### config.mk
export PLATFORM = sky130hd
export DESIGN_NAME = controller_fsm_mc_flat
export DESIGN_NICKNAME = d
export VERILOG_FILES = /design/src/rtl/controller_fsm_mc_if.sv /design/src/rtl/controller_fsm_mc.sv /design/src/flat_wrapper.sv
export SDC_FILE = /design/constraint.sdc
export NUM_CORES = 1
export LEC_CHECK = 0
export ABC_AREA = 1
export BUFFER_PORTS_ARGS = -buffer_cell sky130_fd_sc_hd__buf_2
export CAP_MARGIN = 20
export CORE_ASPECT_RATIO = 2
export CORE_MARGIN = 2
export CORE_UTILIZATION = 54
export DETAILED_ROUTE_END_ITERATION = 10
export PLACE_DENSITY = 0.87
export SYNTH_ARGS = -nofsm -noshare
export SYNTH_HDL_FRONTEND = slang
export SYNTH_SLANG_ARGS = --single-unit
### constraint.sdc
create_clock -name CLK -period 2 [get_ports CLK]
set_clock_uncertainty 0.15 [all_clocks]
set_input_delay 0 -clock CLK [delete_from_list [all_inputs] [get_ports CLK]]
set_output_delay 0 -clock CLK [all_outputs]
set_load 0.02 [all_outputs]
### src/rtl/controller_fsm_mc_if.sv
// Datapath/program-memory side signals of the multi-cycle accumulator-CPU controller.
// The controller takes the master view; the memory/datapath model takes the slave view.
interface controller_fsm_mc_if #(
    parameter int OPW  = 4,
    parameter int CNTW = 16
);
    logic            MemReady;
    logic [OPW-1:0]  Opcode;
    logic            Z;
    logic            C;
    logic            Resume;

    logic            MemReq;
    logic            LoadIR;
    logic            IncPC;
    logic            SelPC;
    logic            LoadPC;
    logic            LoadReg;
    logic            LoadAcc;
    logic [1:0]      SelAcc;
    logic [OPW-1:0]  SelALU;
    logic            Trap;
    logic            Halted;
    logic [CNTW-1:0] InstrCount;

    modport master (
        input  MemReady, Opcode, Z, C, Resume,
        output MemReq, LoadIR, IncPC, SelPC, LoadPC, LoadReg, LoadAcc,
               SelAcc, SelALU, Trap, Halted, InstrCount
    );

    modport slave (
        output MemReady, Opcode, Z, C, Resume,
        input  MemReq, LoadIR, IncPC, SelPC, LoadPC, LoadReg, LoadAcc,
               SelAcc, SelALU, Trap, Halted, InstrCount
    );
endinterface

### src/rtl/controller_fsm_mc.sv
// Multi-cycle FETCH/LOAD/DECODE/EXEC controller with fetch timeout, illegal-opcode trap,
// HALT/resume and a retired-instruction counter. Every output comes straight from a register.
module controller_fsm_mc #(
    parameter int OPW  = 4,
    parameter int TMO  = 16,
    parameter int CNTW = 16
) (
    input  logic                CLK,
    input  logic                CLB,
    controller_fsm_mc_if.master bus
);
    localparam int TMO_W = $clog2(TMO + 1);

    typedef enum logic [2:0] {
        S_FETCH,
        S_LOAD,
        S_DECODE,
        S_EXEC,
        S_TRAP,
        S_HALT
    } state_t;

    state_t            state_reg, state_next;
    logic [TMO_W-1:0]  tmo_reg, tmo_next;
    logic              exec_halt_reg, exec_halt_next;
    logic              mem_req_reg, mem_req_next;
    logic              load_ir_reg, load_ir_next;
    logic              inc_pc_reg, inc_pc_next;
    logic              sel_pc_reg, sel_pc_next;
    logic              load_pc_reg, load_pc_next;
    logic              load_reg_reg, load_reg_next;
    logic              load_acc_reg, load_acc_next;
    logic [1:0]        sel_acc_reg, sel_acc_next;
    logic [OPW-1:0]    sel_alu_reg, sel_alu_next;
    logic              trap_reg, trap_next;
    logic              halted_reg, halted_next;
    logic [CNTW-1:0]   count_reg, count_next;
    logic              legal;

    // Outputs are computed for the state being entered, so they are valid for the whole
    // cycle spent in that state. DECODE->EXEC is where Opcode, Z and C are sampled.
    always_comb begin
        state_next     = state_reg;
        tmo_next       = '0;
        exec_halt_next = 1'b0;
        mem_req_next   = 1'b0;
        load_ir_next   = 1'b0;
        inc_pc_next    = 1'b0;
        sel_pc_next    = 1'b0;
        load_pc_next   = 1'b0;
        load_reg_next  = 1'b0;
        load_acc_next  = 1'b0;
        sel_acc_next   = 2'b00;
        sel_alu_next   = '0;
        trap_next      = 1'b0;
        halted_next    = 1'b0;
        count_next     = count_reg;
        legal          = 1'b1;

        case (state_reg)
            S_FETCH: begin
                if (!mem_req_reg) begin
                    // First cycle out of reset: raise the request before sampling MemReady.
                    mem_req_next = 1'b1;
                end else if (bus.MemReady) begin
                    state_next   = S_LOAD;
                    load_ir_next = 1'b1;
                end else if (tmo_reg == TMO_W'(TMO - 1)) begin
                    state_next = S_TRAP;
                    trap_next  = 1'b1;
                end else begin
                    mem_req_next = 1'b1;
                    tmo_next     = tmo_reg + 1'b1;
                end
            end

            S_LOAD: begin
                state_next = S_DECODE;
            end

            S_DECODE: begin
                state_next   = S_EXEC;
                sel_alu_next = bus.Opcode;
                case (bus.Opcode)
                    OPW'(4'h1), OPW'(4'h2), OPW'(4'h3), OPW'(4'hB), OPW'(4'hC): begin
                        load_acc_next = 1'b1;
                        sel_acc_next  = 2'b01;
                        inc_pc_next   = 1'b1;
                    end
                    OPW'(4'h4): begin
                        load_acc_next = 1'b1;
                        sel_acc_next  = 2'b10;
                        inc_pc_next   = 1'b1;
                    end
                    OPW'(4'hD): begin
                        load_acc_next = 1'b1;
                        inc_pc_next   = 1'b1;
                    end
                    OPW'(4'h5): begin
                        load_reg_next = 1'b1;
                        inc_pc_next   = 1'b1;
                    end
                    OPW'(4'h6), OPW'(4'h7): begin
                        load_pc_next = bus.Z;
                        sel_pc_next  = bus.Z && (bus.Opcode == OPW'(4'h7));
                        inc_pc_next  = !bus.Z;
                    end
                    OPW'(4'h8), OPW'(4'hA): begin
                        load_pc_next = bus.C;
                        sel_pc_next  = bus.C && (bus.Opcode == OPW'(4'hA));
                        inc_pc_next  = !bus.C;
                    end
                    OPW'(4'h0): begin
                        inc_pc_next = 1'b1;
                    end
                    OPW'(4'hF): begin
                        exec_halt_next = 1'b1;
                    end
                    default: begin
                        legal          = 1'b0;
                        trap_next      = 1'b1;
                        exec_halt_next = 1'b1;
                    end
                endcase
                if (legal) begin
                    count_next = count_reg + 1'b1;
                end
            end

            S_EXEC: begin
                if (exec_halt_reg) begin
                    state_next  = S_HALT;
                    halted_next = 1'b1;
                end else begin
                    state_next   = S_FETCH;
                    mem_req_next = 1'b1;
                end
            end

            S_TRAP: begin
                state_next  = S_HALT;
                halted_next = 1'b1;
            end

            S_HALT: begin
                if (bus.Resume) begin
                    state_next   = S_FETCH;
                    mem_req_next = 1'b1;
                end else begin
                    halted_next = 1'b1;
                end
            end

            default: begin
                state_next = S_FETCH;
            end
        endcase
    end

    always_ff @(posedge CLK) begin
        if (CLB) begin
            state_reg     <= S_FETCH;
            tmo_reg       <= '0;
            exec_halt_reg <= 1'b0;
            mem_req_reg   <= 1'b0;
            load_ir_reg   <= 1'b0;
            inc_pc_reg    <= 1'b0;
            sel_pc_reg    <= 1'b0;
            load_pc_reg   <= 1'b0;
            load_reg_reg  <= 1'b0;
            load_acc_reg  <= 1'b0;
            sel_acc_reg   <= 2'b00;
            sel_alu_reg   <= '0;
            trap_reg      <= 1'b0;
            halted_reg    <= 1'b0;
            count_reg     <= '0;
        end else begin
            state_reg     <= state_next;
            tmo_reg       <= tmo_next;
            exec_halt_reg <= exec_halt_next;
            mem_req_reg   <= mem_req_next;
            load_ir_reg   <= load_ir_next;
            inc_pc_reg    <= inc_pc_next;
            sel_pc_reg    <= sel_pc_next;
            load_pc_reg   <= load_pc_next;
            load_reg_reg  <= load_reg_next;
            load_acc_reg  <= load_acc_next;
            sel_acc_reg   <= sel_acc_next;
            sel_alu_reg   <= sel_alu_next;
            trap_reg      <= trap_next;
            halted_reg    <= halted_next;
            count_reg     <= count_next;
        end
    end

    assign bus.MemReq     = mem_req_reg;
    assign bus.LoadIR     = load_ir_reg;
    assign bus.IncPC      = inc_pc_reg;
    assign bus.SelPC      = sel_pc_reg;
    assign bus.LoadPC     = load_pc_reg;
    assign bus.LoadReg    = load_reg_reg;
    assign bus.LoadAcc    = load_acc_reg;
    assign bus.SelAcc     = sel_acc_reg;
    assign bus.SelALU     = sel_alu_reg;
    assign bus.Trap       = trap_reg;
    assign bus.Halted     = halted_reg;
    assign bus.InstrCount = count_reg;
endmodule

### src/flat_wrapper.sv
// flat-port wrapper written by rule: the top's interface ports become plain ports
module controller_fsm_mc_flat 
#(
    parameter int OPW  = 4,
    parameter int TMO  = 16,
    parameter int CNTW = 16
)
  (CLK, CLB, bus_MemReady, bus_Opcode, bus_Z, bus_C, bus_Resume, bus_MemReq, bus_LoadIR, bus_IncPC, bus_SelPC, bus_LoadPC, bus_LoadReg, bus_LoadAcc, bus_SelAcc, bus_SelALU, bus_Trap, bus_Halted, bus_InstrCount);
  controller_fsm_mc_if #(.OPW(OPW), .CNTW(CNTW)) bus_i ();
  input  logic CLK;
  input  logic CLB;
  input wire logic [$bits(bus_i.MemReady)-1:0] bus_MemReady;
  input wire logic [$bits(bus_i.Opcode)-1:0] bus_Opcode;
  input wire logic [$bits(bus_i.Z)-1:0] bus_Z;
  input wire logic [$bits(bus_i.C)-1:0] bus_C;
  input wire logic [$bits(bus_i.Resume)-1:0] bus_Resume;
  output wire logic [$bits(bus_i.MemReq)-1:0] bus_MemReq;
  output wire logic [$bits(bus_i.LoadIR)-1:0] bus_LoadIR;
  output wire logic [$bits(bus_i.IncPC)-1:0] bus_IncPC;
  output wire logic [$bits(bus_i.SelPC)-1:0] bus_SelPC;
  output wire logic [$bits(bus_i.LoadPC)-1:0] bus_LoadPC;
  output wire logic [$bits(bus_i.LoadReg)-1:0] bus_LoadReg;
  output wire logic [$bits(bus_i.LoadAcc)-1:0] bus_LoadAcc;
  output wire logic [$bits(bus_i.SelAcc)-1:0] bus_SelAcc;
  output wire logic [$bits(bus_i.SelALU)-1:0] bus_SelALU;
  output wire logic [$bits(bus_i.Trap)-1:0] bus_Trap;
  output wire logic [$bits(bus_i.Halted)-1:0] bus_Halted;
  output wire logic [$bits(bus_i.InstrCount)-1:0] bus_InstrCount;
  assign bus_i.MemReady = bus_MemReady;
  assign bus_i.Opcode = bus_Opcode;
  assign bus_i.Z = bus_Z;
  assign bus_i.C = bus_C;
  assign bus_i.Resume = bus_Resume;
  assign bus_MemReq = bus_i.MemReq;
  assign bus_LoadIR = bus_i.LoadIR;
  assign bus_IncPC = bus_i.IncPC;
  assign bus_SelPC = bus_i.SelPC;
  assign bus_LoadPC = bus_i.LoadPC;
  assign bus_LoadReg = bus_i.LoadReg;
  assign bus_LoadAcc = bus_i.LoadAcc;
  assign bus_SelAcc = bus_i.SelAcc;
  assign bus_SelALU = bus_i.SelALU;
  assign bus_Trap = bus_i.Trap;
  assign bus_Halted = bus_i.Halted;
  assign bus_InstrCount = bus_i.InstrCount;
  controller_fsm_mc #(.OPW(OPW), .TMO(TMO), .CNTW(CNTW)) u_core (.CLK(CLK), .CLB(CLB), .bus(bus_i));
endmodule
==> impl_metrics.py <==
metrics = {
    "pwr": {
        "power.total_mw": 1.958,
        "power_frac_seq": 0.470,
        "leakagePower_nw": 1.029,
        "power_density_mw_per_mm2": 820.1,
        "comb_power_share": 0.238,
        "peakVddDrop_v": 0.0006087,
        "p_int_mw": 1.319,
        "power_frac_clock": 0.292,
        "switching_share": 0.3262,
        "power.net_switching_mw": 0.6386,
    },
    "setup_path": {
        "critPathTopFamily": "simple AND/OR/NAND/NOR gates",
        "crit_path_end_kind": "flip-flop",
        "slowest_stage": "dfxtp_1",
        "crit_type": "flip-flop to flip-flop",
        "cp.arrival_ps": 1950,
        "worstPathRequired_ps": 2050,
        "path_cells": "ha_1 -> nand2_1 -> nor2_1 -> ha_1 -> or2_2 -> nand3b_1 -> nor3b_1",
        "crit_buf_inv": 0,
        "crit_fanout": 5,
        "critical-path-max-stage-delay_ps": 330,
        "startpoint_type": "flip-flop",
        "crit_top_cell": "ha_1",
    },
    "placement": {
        "port_buffers": 40,
        "dp_slack_ps": 117.8,
        "place_congestion": 0.8627,
        "dpl.cell_count": 357,
        "dp_hpwl_um": 3168,
    },
    "floorplanning": {
        "start_util": 0.5674,
        "core_area_mm2": 0.003416,
        "num_io_pins": 41,
        "die_area_mm2": 0.004113,
        "die_h_um": 88.73,
        "die_w_um": 46.36,
        "std_cell_rows": 30,
    },
    "status": {
        "status": "completed",
    },
    "route": {
        "via_per_inst": 5.165,
        "first_pass_iters": 4,
        "post_drt_wl_per_cell_um": 11.81,
        "vias": 1942,
        "wl_um": 4441,
        "drt_iter0_drc": 31,
        "ant_nets": 0,
        "drc": 0,
    },
    "final_layout": {
        "fin_nets": 341,
        "largest_reg_flops": 16,
        "drive_gt1_frac": 0.2409,
        "stdcell_count": 376,
        "multi_input_area_um2": 997.2,
        "diodes": 0,
        "areaGrowthSynthToFinish_pct": 23.18,
        "final_core_util": 0.6989,
        "ff_latch_area_um2": 800.8,
        "nFillCells": 313,
    },
    "synth": {
        "synth_area_per_cell_um2": 7.073,
        "ys_seq_area_frac": 0.4132,
        "ys_seq_elements": 40,
        "synth.net_count": 287,
        "yosys_warnings": 0,
        "ys_types": 31,
        "synth_cells": 274,
        "netlist_area_mm2": 0.001938,
    },
    "timing": {
        "setup_tns_ps": 0,
        "period_needed_ps": 1895,
        "rsz0062_at_grt": "no",
        "slew-limit-headroom": 0.6492,
        "hold_viol": 0,
        "timing.fmax_ghz": 0.5276,
        "maxSlewViolCount": 0,
        "fin_ws_ps": 104.7,
        "tightest_slew_ps": 523.7,
        "post-route-period-util": 0.9476,
        "setup_viol_count_final": 0,
    },
    "clocking": {
        "root_buffer": "clkbuf_8",
        "cts_sinks": 40,
        "clk-insertion-delay-late_ps": 290,
        "clkSlewWorstSetupHoldPaths_ps": 70,
        "htreeDepth": 2,
        "tritoncts": "built",
        "cts_buffers": 5,
        "cts.path.max_buffers": 2,
    },
    "flow_run": {
        "max-cap-violations": 0,
    },
    "global_route": {
        "grt_start_max_net_pins": 17,
        "grt-ovfl-total": 0,
        "grt_pass1_wl_um": 7486,
        "track_usage": 0.2471,
        "first_global_vias": 1915,
        "antenna_found_initial": 0,
    },
    "worst_hold_path": {
        "hold_class": "flip-flop to flip-flop",
    },
}
worst paths after layout:
path / from / endpoint / slack [ps] / cells past startpoint
worst min register to register: u_core.tmo_reg[0] / u_core.tmo_reg[0] / 330 / 1
worst max register to register: u_core.tmo_reg[0] / u_core.tmo_reg[2] / 100 / 7
worst max-delay path: u_core.tmo_reg[0] / u_core.tmo_reg[2] / 100 / 7
worst min-delay path: u_core.tmo_reg[0] / u_core.tmo_reg[0] / 330 / 1
cell families (layout without fill, tap and decap cells):
family | Yosys count | count (layout) | synth area share
AND/OR/NAND/NOR | 156 | 156 | 0.3525
flip-flops | 40 | 40 | 0.4132
AO/OA/AOI/OAI | 36 | 36 | 0.1201
buffers and inverters | 35 | 89 | 0.07682
XOR/XNOR | 4 | 4 | 0.01808
adder cells (fa/ha/maj) | 3 | 3 | 0.01937
power groups by stage:
| stage | sequential, mW | combinational, mW | clock [mW] |
|---|---|---|---|
| final | 0.921 | 0.465 | 0.572 |
| after global routing | 0.928 | 0.525 | 0.609 |
| after CTS | 0.913 | 0.452 | 0.585 |
| after detailed placement | 0.932 | 0.436 | 0 |
| after global placement | 0.928 | 0.426 | 0 |
| after floorplan | 0.968 | 0.297 | 0 |
placed cells by master (no fill, tap or decap):
master / synthesis / layout
xnor2_1: 1 / 1
dfxtp_1: 40 / 40
a21oi_2: 7 / 8
a31oi_1: 1 / 1
nor3b_1: 1 / 1
nand2_1: 58 / 58
o21ai_2: 1 / 1
nor2_1: 51 / 49
nand4_1: 6 / 6
nor2_4: 1 / 1
or2_2: 1 / 1
ha_1: 3 / 3
a21oi_1: 12 / 11
dlygate4sd3_1: 0 / 12
o21ai_0: 12 / 12
nand3b_1: 1 / 1
o31ai_1: 1 / 1
inv_1: 24 / 24
nand2_2: 10 / 10
nor2_2: 3 / 5
nand3_1: 16 / 16
clkinv_1: 1 / 1
and3_1: 1 / 1
nor4_1: 1 / 1
a22oi_1: 1 / 1
inv_2: 5 / 5
clkbuf_8: 0 / 7
xor2_1: 3 / 3
nor3_1: 6 / 6
o211ai_4: 1 / 1
buf_2: 2 / 40
synthesized netlist by cell type (all sizes together):
cell	instances	area share
a22oi	1	0.0039
a21oi	19	0.063
clkinv	1	0.0019
buf	5	0.019
inv	29	0.056
o31ai	1	0.0039
xnor2	1	0.0045
dfxtp	40	0.41
and3	1	0.0032
o211ai	1	0.011
nor4	1	0.0032
xor2	3	0.014
nand2	68	0.14
nand3	16	0.041
nand3b	1	0.0039
ha	3	0.019
nor3	6	0.015
nand4	6	0.019
a31oi	1	0.0032
nor3b	1	0.0039
or2	1	0.0032
nor2	55	0.11
o21ai	13	0.036
routing by layer:
metal | GRT usage | part of all wire | up-vias | wire (um)
met1 | 0.2195 | 0.37 | 891 | 1641
met2 | 0.4710 | 0.56 | 48 | 2508
met5 | 0 | 0 | - | 0
li1 | - | - | 987 | -
met4 | 0.1455 | 0.036 | 0 | 158
met3 | 0.04490 | 0.030 | 16 | 133
worst register-to-register path, cell delays in order (launching register included):
cell,delay (ps)
dfxtp_1,330
ha_1,230
nand2_1,80
nor2_1,50
ha_1,180
or2_2,310
nand3b_1,260
nor3b_1,230
final cells by class:
class / count / share of cell area
clock buffer: 7 / 0.04036
inverter: 30 / 0.04717
multi-input combinational: 199 / 0.4177
sequential: 40 / 0.3354
tap: 48 / 0.02516
timing repair buffer: 52 / 0.1342
timing repair:
item | in CTS | in global routing
hold buffers | 12 | 0
buffers inserted | 0 | 0
hold endpoints to repair | 27 | 0
endpoints found under the setup margin | 0 | 3
gates resized for setup | 0 | 3
stage by stage:
step	instance area, um2	hold slack (ps)
global placement	2162	126.8
global route	2387	347.3
detailed placement	2162	127.0
floorplan	1938	-71.49
CTS	2379	334.5
finish	2387	326.5
No activity file was read; power rests on OpenSTA's default activity.
